--- src/rtl/pc_unit.sv ---
// Fetch-stage program counter: sequential/branch/jump/call/ret next-PC selection
// with a circular return-address stack that overwrites its oldest entry when full.
module pc_unit #(
  parameter int unsigned       WIDTH     = 32,
  parameter logic [WIDTH-1:0]  RESET_VEC = '0,
  parameter int unsigned       INC       = 1,
  parameter int unsigned       RAS_DEPTH = 4
) (
  input  logic                           clk,
  input  logic                           clr,
  input  logic                           en,
  input  logic                           branch,
  input  logic [WIDTH-1:0]               branch_off,
  input  logic                           jump,
  input  logic                           call,
  input  logic [WIDTH-1:0]               jump_target,
  input  logic                           ret,
  output logic [WIDTH-1:0]               q,
  output logic [WIDTH-1:0]               pc_plus,
  output logic [$clog2(RAS_DEPTH+1)-1:0] ras_count,
  output logic                           ras_empty,
  output logic                           ras_full,
  output logic                           ras_ovf,
  output logic                           ras_err
);

  localparam int unsigned      CNT_W   = $clog2(RAS_DEPTH + 1);
  localparam int unsigned      PTR_W   = (RAS_DEPTH > 1) ? $clog2(RAS_DEPTH) : 1;
  localparam logic [PTR_W-1:0] PTR_MAX = PTR_W'(RAS_DEPTH - 1);
  localparam logic [CNT_W-1:0] CNT_MAX = CNT_W'(RAS_DEPTH);

  logic [WIDTH-1:0] q_q, q_d;
  logic [CNT_W-1:0] cnt_q, cnt_d;
  logic [PTR_W-1:0] sp_q, sp_d;
  logic             ovf_q, ovf_d;
  logic             err_q, err_d;
  logic             push;
  logic [PTR_W-1:0] sp_inc, sp_dec;
  logic [WIDTH-1:0] ras_q [RAS_DEPTH];

  // sp_q is the next free slot; the top entry sits one below it (mod depth).
  assign pc_plus = q_q + WIDTH'(INC);
  assign sp_inc  = (sp_q == PTR_MAX) ? '0 : sp_q + PTR_W'(1);
  assign sp_dec  = (sp_q == '0) ? PTR_MAX : sp_q - PTR_W'(1);

  always_comb begin
    q_d   = q_q;
    cnt_d = cnt_q;
    sp_d  = sp_q;
    ovf_d = ovf_q;
    err_d = 1'b0;
    push  = 1'b0;
    if (en) begin
      if (ret) begin
        if (cnt_q != '0) begin
          q_d   = ras_q[sp_dec];
          sp_d  = sp_dec;
          cnt_d = cnt_q - CNT_W'(1);
        end else begin
          q_d   = pc_plus;
          err_d = 1'b1;
        end
      end else if (call) begin
        q_d  = jump_target;
        push = 1'b1;
        sp_d = sp_inc;
        // When full, the slot at sp_q holds the oldest entry and is recycled.
        if (cnt_q == CNT_MAX) ovf_d = 1'b1;
        else                  cnt_d = cnt_q + CNT_W'(1);
      end else if (jump) begin
        q_d = jump_target;
      end else if (branch) begin
        q_d = pc_plus + branch_off;
      end else begin
        q_d = pc_plus;
      end
    end
  end

  always_ff @(posedge clk) begin
    if (clr) begin
      q_q   <= RESET_VEC;
      cnt_q <= '0;
      sp_q  <= '0;
      ovf_q <= 1'b0;
      err_q <= 1'b0;
    end else begin
      q_q   <= q_d;
      cnt_q <= cnt_d;
      sp_q  <= sp_d;
      ovf_q <= ovf_d;
      err_q <= err_d;
    end
  end

  // Entry contents are never reset; ras_count alone decides what is live.
  for (genvar i = 0; i < int'(RAS_DEPTH); i++) begin : g_ras
    always_ff @(posedge clk) begin
      if (!clr && push && (sp_q == PTR_W'(i))) ras_q[i] <= pc_plus;
    end
  end

  assign q         = q_q;
  assign ras_count = cnt_q;
  assign ras_empty = (cnt_q == '0);
  assign ras_full  = (cnt_q == CNT_MAX);
  assign ras_ovf   = ovf_q;
  assign ras_err   = err_q;

endmodule
--- config.mk ---
export PLATFORM = sky130hd
export DESIGN_NAME = pc_unit
export DESIGN_NICKNAME = d
export VERILOG_FILES = /design/src/rtl/pc_unit.sv
export SDC_FILE = /design/constraint.sdc
export NUM_CORES = 1
export LEC_CHECK = 0
export ABC_AREA = 1
export CORE_UTILIZATION = 35
export DETAILED_ROUTE_END_ITERATION = 16
export GPL_ROUTABILITY_DRIVEN = 0
export GPL_TIMING_DRIVEN = 0
export PLACE_DENSITY = 0.61
export SLEW_MARGIN = 20
export SYNTH_ARGS = -nofsm -noshare
export SYNTH_HDL_FRONTEND = slang
export SYNTH_SLANG_ARGS = --single-unit
--- constraint.sdc ---
create_clock -name clk -period 3.98 [get_ports clk]
set_input_delay 0.796 -clock clk [delete_from_list [all_inputs] [get_ports clk]]
set_output_delay 0.796 -clock clk [all_outputs]
set_load 0.02 [all_outputs]
==> results.md <==
- Hold-fix buffers, CTS: 0
- DIE HEIGHT: approximately 180 µm
- Final Hold Viols: 0
- RSZ-0062 raised after global routing: false
- Multi-input gate area: ~5300 µm²
- Clk_lat worst skew: roughly 0.45 ns
- Setup Skew: about 0.01 ns
- Synth Instances: ~1400
- Layout area overhead: 24.5%
- Worst slew margin: 0.374
- DR vias: ~11000
- Core area: ~30000 µm²
- Reg clk slew, reported paths: approximately 0.070 ns
- Fillers: approximately 3000
- Req. time, crit path: around 3.2 ns
- Synth top area cells: edfxtp_1 36%, nand2_1 15%, dfxtp_1 7.2%, inv_1 6.3%, nor2_1 5.3%
- DRC Markers: 0
- Mapped Area: around 11000 µm²
- Final setup fails: 0
- CTS Buffer Depth: 2
- Synth area leader: edfxtp_1
- CP max FO: 8
- Crit path time final: around 3.9 ns
- Arr. time, crit path: 3.11 ns
- Starting Density: 0.360
- Total power: 5240 µW
- Top cell type's share of synthesized area: 0.356
- Average vias per placed instance: 5.29
- Most frequent cells in the layout: 439 x nand2_1, 180 x inv_1, 149 x nor2_1, 138 x clkdlybuf4s50_1, 128 x edfxtp_1
- FP Rows: 63
- CTS tree: yes
- Syn_area_per_cell: between 7 and 8 µm²
- Initial DRC count: ~1100
- First-pass GRT wire length: between 50000 and 60000 µm
- VDD IR max: between 0.2 and 0.25 mV
- Seq/Total Area, Yosys: 0.429
- Die ar.: between 30000 and 40000 µm²
- Maxcap violations: 0
- IO Port Bufs: between 100 and 150
- CTS Root Cell: clkbuf_16
- Placed cells: around 2000
- Status: complete, no violations
- Period Utilization, post-route: 0.981
- Slowest-stage cell, CP: clkdlybuf4s50_1
- Cell area after layout: 13400 µm²
- Final-stage net count: approximately 1700
- Setup crit end kind: output port
- Initial antenna violation count: 0
- CP Class: register to output port
- Pwr Density: approximately 400 nW/µm²
- CP top delay family: buffers and inverters
- Clock sinks: around 170
- Total wire length: approximately 40000 µm
- Commonest non-fill, non-tap cell in the layout: nand2_1
- WP buf/inv: 2
- Detailed-router iteration count before antenna repair: 6
- Register area: approximately 4600 µm²
- Drt wl/cell: 20.0 µm
- Cell Area, Placed: roughly 13000 µm²
- Antenna Diode Count: 0
- Largest net degree at the start of global routing: 22
- Yosys reg bits: between 150 and 200
- Fraction of layout cells with a size suffix above 1: 0.0646
- Static leakage: about 0.0057 µW
- Count of cell types in the netlist: 48
- CTS Buf Count: 17
- CP startpoint kind: register
- Htree depth: 4
- R2R setup slack: roughly 0.15 ns
- Yosys warnings: 0
- Max frequency: 0.256 GHz
- Final core occ: 0.448
- CP max stage delay: about 0.74 ns
- Vias in the first global route: approximately 10000
- Die W: between 150 and 200 µm
- Post-detailed-route count of antenna-violating nets: 0
- Cell Chain, Critical Path: ha_2 -> nand2_1 -> nor2_1 -> inv_1 -> nor2_2 -> xor2_2 -> clkdlybuf4s50_1
- DP HPWL: 31100 µm
- Synthesized net count: between 1500 and 2000
- Finished Layout Cells: between 2000 and 2500
- Io pins: roughly 140
- Fin. max-slew vios: 0
- Worst hold path class: register to register
- Least-Margin Pin Slew: 0.936 ns
- Grt ovf: 0
- Global Route Usage Sum: 0.257
tightest hold or removal path, cell delays in order, from the launching register on:
cell and delay (ns):
dfxtp_1 0.34, a31oi_1 0.05, nor2_1 0.07
stage by stage:
step           setup slack, ns  TNS [ns]  hold WS (ns)
6_report                0.0764         0         0.487
3_3_place_gp             -2.30   -279.23         0.451
3_5_place_dp            -0.541    -52.49         0.470
5_1_grt                 0.0125         0         0.504
2_1_floorplan            0.479         0         0.543
4_1_cts                 0.0367         0         0.487
worst paths after layout:
check / cells after the start / to / startpoint
max: 7 / pc_plus[12] / q[0]$_SDFFE_PP0P_
min: 2 / ras_ovf$_SDFFE_PP0P_ / ras_ovf$_SDFFE_PP0P_
max reg2reg: 21 / q[29]$_SDFFE_PP0P_ / q[0]$_SDFFE_PP0P_
min reg2reg: 2 / ras_ovf$_SDFFE_PP0P_ / ras_ovf$_SDFFE_PP0P_
area by class of cell:
cell class | instances | share of cell area
Multi-Input combinational cell | 1036 | 0.396
Sequential cell | 167 | 0.345
Timing Repair Buffer | 145 | 0.114
Inverter | 185 | 0.0517
Tap cell | 390 | 0.0363
Clock buffer | 17 | 0.0317
Buffer | 46 | 0.0149
Clock inverter | 15 | 0.0112
Yosys cell counts, drive strengths merged:
cell and number:
a211oi 1, a21o 2, a21oi 83, a221oi 7, a22oi 2, a311o 1, a31oi 5, a41oi 1
and2 4, and3 2, buf 14, clkbuf 32, clkinv 2, dfxtp 39, edfxtp 128, fa 2
ha 43, inv 183, nand2 448, nand3 80, nand3b 2, nand4 7, nor2 166, nor3 15
o211ai 21, o21ai 71, o21bai 4, o221ai 6, o22ai 21, o31ai 3, or2 4, xnor2 4
xor2 31
logic make-up (layout without fill, tap and decap cells):
group,Yosys count,after routing,share of synthesized area
AOI/OAI and AO/OA,228,228,0.123
xor gates and xnor gates,35,35,0.0312
adders and majority gates,45,45,0.0536
buffers and inverters,231,408,0.0828
DFF,167,167,0.429
and+or+nand+nor,728,728,0.281
metal layers:
layer	part of all wire	routed length (µm)	global-route usage
met1	0.43	17000	0.338
met5	0	0	0
met4	0.037	1460	0.108
met3	0.080	3200	0.0454
met2	0.46	18300	0.412
state kept, by name (all words and copies together), names as in the netlist:
register and flops:
ras_q 128, q 32, ras_count 3, sp_q 2
ras_err 1, ras_ovf 1
timing repair:
item	in CTS	in global routing
buffers inserted	2	0
resized for setup	3	5
pin swaps	2	0
hold endpoints to repair	0	0
endpoints found under the setup margin	75	20
report_power, final:
group | leakage, µW | internal, µW | total [µW] | switching, µW
logic | 0.00394 | 541 | 1570 | 1020
registers | 0.00150 | 1960 | 2040 | 83.0
clock network | 0.000275 | 835 | 1640 | 801
total | 0.00571 | 3330 | 5240 | 1910
Power figures use the tool's default switching activity.
